===== src/rtl/div_sequencer.sv =====
// Sequencer for the power-of-two divide path: synchronises the divide button,
// validates the divisor and shifts the dividend right one bit per clock.
module div_sequencer #(
    parameter int WIDTH       = 9,
    parameter int SYNC_STAGES = 2
) (
    input  logic             clk,
    input  logic             rst_n,
    input  logic             but_div,
    input  logic             start,
    input  logic [WIDTH-1:0] div1,
    input  logic [WIDTH-1:0] div2,
    output logic             busy,
    output logic             done,
    output logic             err,
    output logic [WIDTH-1:0] res_div
);

    localparam int CNT_W      = $clog2(WIDTH);
    // The top operand bit is excluded: a divisor of 2**(WIDTH-1) is rejected.
    localparam int LEGAL_BITS = WIDTH - 1;

    typedef enum logic [2:0] {IDLE, CHECK, SHIFT, DONE, ERR} state_t;

    state_t                 state;
    logic [SYNC_STAGES-1:0] syncReg;
    logic                   syncPrev;
    logic                   pressPulse;
    logic                   req;
    logic [WIDTH-1:0]       acc;
    logic [WIDTH-1:0]       dsr;
    logic [CNT_W-1:0]       cnt;
    logic [CNT_W-1:0]       dsrIdx;
    logic                   dsrLegal;

    function automatic logic isLegalDivisor(input logic [WIDTH-1:0] d);
        return (d != '0) && ((d & (d - WIDTH'(1))) == '0) && !d[WIDTH-1];
    endfunction

    function automatic logic [CNT_W-1:0] bitIndex(input logic [WIDTH-1:0] d);
        logic [CNT_W-1:0] idx;
        idx = '0;
        for (int i = 0; i < LEGAL_BITS; i++) begin
            if (d[i]) idx = CNT_W'(i);
        end
        return idx;
    endfunction

    // Press pulse is registered so it is glitch-free and exactly one cycle wide.
    always_ff @(posedge clk or negedge rst_n) begin
        if (!rst_n) begin
            syncReg    <= '1;
            syncPrev   <= 1'b1;
            pressPulse <= 1'b0;
        end else begin
            syncReg    <= {syncReg[SYNC_STAGES-2:0], but_div};
            syncPrev   <= syncReg[SYNC_STAGES-1];
            pressPulse <= syncPrev & ~syncReg[SYNC_STAGES-1];
        end
    end

    assign req      = start | pressPulse;
    assign dsrLegal = isLegalDivisor(dsr);
    assign dsrIdx   = bitIndex(dsr);

    always_ff @(posedge clk or negedge rst_n) begin
        if (!rst_n) begin
            state   <= IDLE;
            busy    <= 1'b0;
            done    <= 1'b0;
            err     <= 1'b0;
            res_div <= '0;
            acc     <= '0;
            dsr     <= '0;
            cnt     <= '0;
        end else begin
            done <= 1'b0;
            unique case (state)
                IDLE: begin
                    if (req) begin
                        acc   <= div1;
                        dsr   <= div2;
                        busy  <= 1'b1;
                        err   <= 1'b0;
                        state <= CHECK;
                    end
                end
                CHECK: begin
                    cnt <= dsrIdx;
                    if (!dsrLegal) begin
                        res_div <= '0;
                        err     <= 1'b1;
                        done    <= 1'b1;
                        state   <= ERR;
                    end else if (dsrIdx == '0) begin
                        res_div <= acc;
                        done    <= 1'b1;
                        state   <= DONE;
                    end else begin
                        state <= SHIFT;
                    end
                end
                SHIFT: begin
                    acc <= acc >> 1;
                    cnt <= cnt - CNT_W'(1);
                    // Last shift lands directly in the result so done and res_div align.
                    if (cnt == CNT_W'(1)) begin
                        res_div <= acc >> 1;
                        done    <= 1'b1;
                        state   <= DONE;
                    end
                end
                DONE, ERR: begin
                    busy  <= 1'b0;
                    state <= IDLE;
                end
                default: state <= IDLE;
            endcase
        end
    end

endmodule

===== config.mk =====
export PLATFORM = sky130hd
export DESIGN_NAME = div_sequencer
export DESIGN_NICKNAME = d
export VERILOG_FILES = /design/src/rtl/div_sequencer.sv
export SDC_FILE = /design/constraint.sdc
export NUM_CORES = 1
export LEC_CHECK = 0
export CAP_MARGIN = 30
export CORE_MARGIN = 2
export CORE_UTILIZATION = 35
export DETAILED_ROUTE_END_ITERATION = 10
export GPL_TIMING_DRIVEN = 0
export PLACE_DENSITY = 0.67
export SYNTH_ARGS = -nofsm -noshare
export SYNTH_HDL_FRONTEND = slang
export SYNTH_SLANG_ARGS = --single-unit

===== constraint.sdc =====
create_clock -name clk -period 2.5 [get_ports clk]
set_clock_uncertainty 0.1 [all_clocks]
set_input_delay 0.5 -clock clk [delete_from_list [all_inputs] [get_ports clk]]
set_output_delay 0.5 -clock clk [all_outputs]
set_load 0.01 [all_outputs]

======== Yosys cells after proc, flatten, opt, wreduce, memory -nomap -nowiden ========
Index checks and enable logic that the tools add are counted.
word-level totals
  flip-flop bits (word level) ............. 41
  input port bits ......................... 22
  output and inout bits ................... 12
  logic and storage cells ................. 72
operators by class
  add/subtract/negate cells ............... 2
  equal/unequal tests ..................... 9
  muxes and demuxes ....................... 28
  bitwise logic cells ..................... 4
  reduce and logical (&&, ||, !) cells .... 18
operators by type and width
  operator               count
  $mux W9                4
  $pmux W9 S2            2
  $mux W3                5
  $and A9 B9 Y9          1
  $logic_not A9 Y1       1
  $pmux W3 S3            1
  $reduce_bool A9 Y1     1
  $sub A9 B1 Y9 const B  1
  $mux W1                8
  $mux W4                2
  $pmux W4 S2            1
  $reduce_and A2 Y1      4
  $reduce_bool A2 Y1     4
  $eq A3 B2 Y1 const B   2
  $ne A2 B2 Y1 const B   3
  $pmux W1 S2            3
  $reduce_and A3 Y1      2
  $eq A4 B1 Y1 const B   1
  $logic_not A4 Y1       1
  $mux W2                2
  $sub A4 B1 Y4 const B  1
  $eq A3 B1 Y1 const B   1
  $eq A3 B3 Y1 const B   1
  $logic_not A3 Y1       1
  other kinds (7)        8

======== Depth between registers and ports, before layout ========
  word-level depth ........................ 11
  mapped depth ............................ 7
  depth with buffers taken out ............ 6

======== Least setup slack after synthesis ========
Ideal clock, no wire load.
  path type ............................... register to register
  start point ............................. reg dsr[4]
  end point ............................... reg res_div[2]
  setup time .............................. 0.079 ns
  data arrival time ....................... 1.719 ns
  required time ........................... 2.321 ns
  setup slack ............................. 0.601 ns
  stages on the path, launching flop included .. 7
  path buffers ............................ 1
  clock period less this slack ............ 1.899 ns
  path through ............................ dfrtp_1 or4_4 nor4_2 o311ai_1 o211ai_2 buf_6 mux2i_1
between the ends
  cells in the longest elaborated chain, start to end .. 7
  elaborated cells between the ends (all ways) .. 15
  classes of those cells .................. add/sub: 1; eq/ne: 1; mux: 6; bitwise: 1; reduce/logical: 6
ends and longest elaborated chain
  what                                                                      RTL line  text
  from (decl)                                                               31        logic [WIDTH-1:0] dsr;
  from (signal assigned)                                                    82        dsr <= div2;
  $sub A9 B1 Y9 / $mux W3 (equally long branches)                           37, 44
  $and A9 B9 Y9 / $mux W3 (equally long branches)                           37, 44
  $logic_not A9 Y1 / $mux W4 (equally long branches)                        37, 44
  $logic_and A1 B1 Y1 / $mux W4 (equally long branches)                     37, 44
  $logic_and A1 B1 Y1 / $logic_not A4 Y1 (equally long branches)            37, 95
  $ne A3 B3 Y1 (no source line) / $mux W9 (equally long branches)           --
  $reduce_and A3 Y1 (no source line) / $pmux W9 S2 (equally long branches)  --
  to (signal assigned)                                                      108       res_div <= acc >> 1;
  to (decl)                                                                 16        output logic [WIDTH-1:0] res_div
Parallel ways exist; a longest one is shown, timed or not.
A chain may end at the register's enable or synchronous reset.

======== Final worst setup path ========
  start point ............................. in start
  end point ............................... reg dsr[1]
between the ends
  cells in the longest elaborated chain, start to end .. 2
ends and longest elaborated chain
  what                                RTL line  text
  from (decl)                         10        input logic start,
  $or A1 B1 Y1                        62        assign req = start | pressPulse;
  $reduce_and A2 Y1 (no source line)  --
No other way between the ends.

==> metrics.md <==
| Metric | Value |
|---|---|
| Run status | complete, no violations |
| Number of global-route vias before repair | 1449 |
| Gr ovfl total | 0 |
| Max-cap violations | 0 |
| CP cell instances | clkdlybuf4s50_1 > nor2_1 > nor4_4 > clkbuf_1 > mux2_2 |
| Peak VDD IR | 580 µV |
| Crit Path Max Fanout | 10 |
| Post-DRT Antenna Nets | 0 |
| Reg2Reg Setup Slack | 400 ps |
| Register clock-pin slew on the reported worst setup and hold paths | 80 ps |
| Nets | 233 |
| CTS Sinks | 41 |
| Share of cells above drive strength 1 | 13.3% |
| Overall routed net length | 4.08 mm |
| Combinational power share | 36.6% |
| CP Capture Type | flip-flop |
| First-pass iteration count of the detailed router | 4 |
| GP Congestion | 0.795 |
| Worst hold slack | 258 ps |
| Post-synth cell types | 36 |
| Ys Warns | 0 |
| Fin area | 0.00240 mm² |
| Die area | 0.00593 mm² |
| Syn Nets | 191 |
| Highest Clock Rate | 454 MHz |
| DR DRC count | 0 |
| Sw Share | 36.6% |
| Final setup vio count | 0 |
| Initial antenna violation count | 0 |
| TritonCTS Buffers | 5 |
| CP required | 2580 ps |
| Clock Power Share | 17.8% |
| Final Power | 0.00240 W |
| Area grow syn2layout | 28.7% |
| Slew @ Worst Pin | 619 ps |
| Ports | 34 |
| Chip width | 77.0 µm |
| CTS tree | built |
| Fin crit period | 2200 ps |
| Cell taking the most area after synthesis | dfrtp_1 |
| Startpoint types | input port |
| Drt wl/cell | 14.6 µm |
| # port buffers | 33 |
| Final Hold Viols | 0 |
| Internal power | 0.00152 W |
| DR vias | 1455 |
| HPWL after DPL | 2.92 mm |
| Largest net degree at the start of global routing | 35 |
| Core Rows | 26 |
| Yosys top cell area share | 51.0% |
| Slew margin rel. | 58.1% |
| Core area | 0.00514 mm² |
| RSZ-0062 raised after global routing | no |
| Antenna cells | 0 |
| Clk root buf | clkbuf_8 |
| Yosys reg bits | 41 |
| Initial Util | 36.3% |
| Instance count of the mapped netlist | 167 |
| GRT Util Overall | 15.0% |
| Detailed router's first-iteration violation count | 65 |
| Power density cells | 1000 mW/mm² |
| Setup_tns | 0 ps |
| Crit share post-route | 88.1% |
| Max clock buf depth | 2 |
| Synthesized area per cell | 11.2 µm² |
| Min-delay worst type | reg -> reg |
| Net Switching | 0.000878 W |
| First-pass GRT wire length | 6.96 mm |
| CTS H-tree depth | 2 |
| Family with the most delay on the worst path | buffers and inverters |
| Seq/Total Area, Yosys | 55.2% |
| Worst skew pair latency | 300 ps |
| WP data arrival | 2290 ps |
| Cell Area, Placed | 0.00230 mm² |
| Postcts setup bufs | 0 |
| Most frequent cells in the layout | dfrtp_1, clkdlybuf4s50_1, inv_1 |
| Crit Path Category | in -> reg |
| Fin. max-slew vios | 0 |
| Die height | 77.0 µm |
| Post-DR vias/cell | 5.20 |
| Max stage delay on crit path | 500 ps |
| Synth top area cells | dfrtp_1, a221o_1, mux2i_1 |
| Syn Std Cell Area | 0.00186 mm² |
| Highest-delay cell along the critical path | clkbuf_1 |
| Most common cell after layout, fill and taps aside | dfrtp_1 |
| Buf/Inv on CP | 2 |
| Flop pwr share | 45.6% |
| Leak | 0.997 nW |
[cells by family (layout without fill, tap and decap cells)]
kind of cell / after synthesis / count (layout) / synth area share [%]
AO/OA/AOI/OAI: 40 / 40 / 15.6
adder cells (fa/ha/maj): 2 / 2 / 1.34
buffers and inverters: 23 / 66 / 5.17
flip-flops: 41 / 41 / 55.2
multiplexers: 15 / 15 / 8.52
AND/OR/NAND/NOR: 46 / 46 / 14.1
[flip-flops by register name (all words and copies together) (netlist names)]
signal / count
dsr: 9
busy: 1
state: 3
done: 1
res_div: 9
syncReg: 2
syncPrev: 1
acc: 9
err: 1
cnt: 4
pressPulse: 1
[through the flow]
stage	utilization (%)	cells	setup WS, ps
after CTS	46.5	280	127
after global placement	44.4	270	-233
after detailed placement	44.7	271	-180
final	46.7	280	297
after global routing	46.7	280	185
after floorplan	-	167	601
[layout make-up]
type | instances | area [µm²]
repair buffers | 35 | 355
plain buffers | 9 | 43.8
multi-input cells | 103 | 747
flip-flops and latches | 41 | 1030
clock buffers | 6 | 72.6
clock inverters | 2 | 10.0
well taps | 70 | 87.6
inverters | 14 | 52.6
fillers | 527 | 2740
[synth_stat cells]
master,n
dfrtp_1,38
inv_1,14
a31oi_1,10
nand2_1,9
nor2_1,9
o21ai_0,9
a221o_1,8
and3_1,8
mux2i_1,8
mux2_2,7
nand3_1,7
clkbuf_1,6
dfstp_2,3
nand3b_1,3
nor4_2,3
a211oi_1,2
a21oi_1,2
ha_1,2
nor3_1,2
a221oi_1,1
a31o_2,1
and2_1,1
buf_2,1
buf_6,1
clkbuf_2,1
nor2b_1,1
o211ai_1,1
o211ai_2,1
o221ai_1,1
o22ai_1,1
o311ai_1,1
o31a_1,1
o32ai_1,1
or3b_1,1
or4_1,1
or4_4,1
[worst register-to-register path: stages, from the launching register on]
cell	delay, ps
dfrtp_1	470
or4_4	570
nor4_2	150
o311ai_1	230
o211ai_2	120
buf_6	180
mux2i_1	200
[power by group through the flow]
stage                     clock, W  sequential (W)  combinational, W
after floorplan                  0         0.00107          0.000605
after global placement           0         0.00109          0.000842
after detailed placement         0         0.00110          0.000872
after CTS                 0.000433         0.00109          0.000881
after global routing      0.000468         0.00113          0.000971
final                     0.000427         0.00109          0.000879
[final timing paths]
path | from | end | cells after the start
worst min register to register | syncReg[0]$_DFF_PN1_ | syncReg[1]$_DFF_PN1_ | 0
max in group asynchronous | rst_n | syncReg[0]$_DFF_PN1_ | 3
worst min-delay path | syncReg[0]$_DFF_PN1_ | syncReg[1]$_DFF_PN1_ | 0
worst max register to register | dsr[4]$_DFFE_PN0P_ | res_div[7]$_DFFE_PN0P_ | 6
worst max-delay path | start | dsr[1]$_DFFE_PN0P_ | 5
min in group asynchronous | rst_n | dsr[0]$_DFFE_PN0P_ | 2
[per-layer routing]
layer	GRT usage (%)	routed length [µm]
met1	20.7	1950
met2	21.7	1790
met3	4.35	205
met4	6.96	122
met5	0	0
[timing repair]
action                                  CTS  global route
hold endpoints to repair                  7             0
endpoints found under the setup margin    0             2
hold buffers                              1             0
gates resized for setup                   0             1
Note: power is estimated with default switching activity, not from simulation.
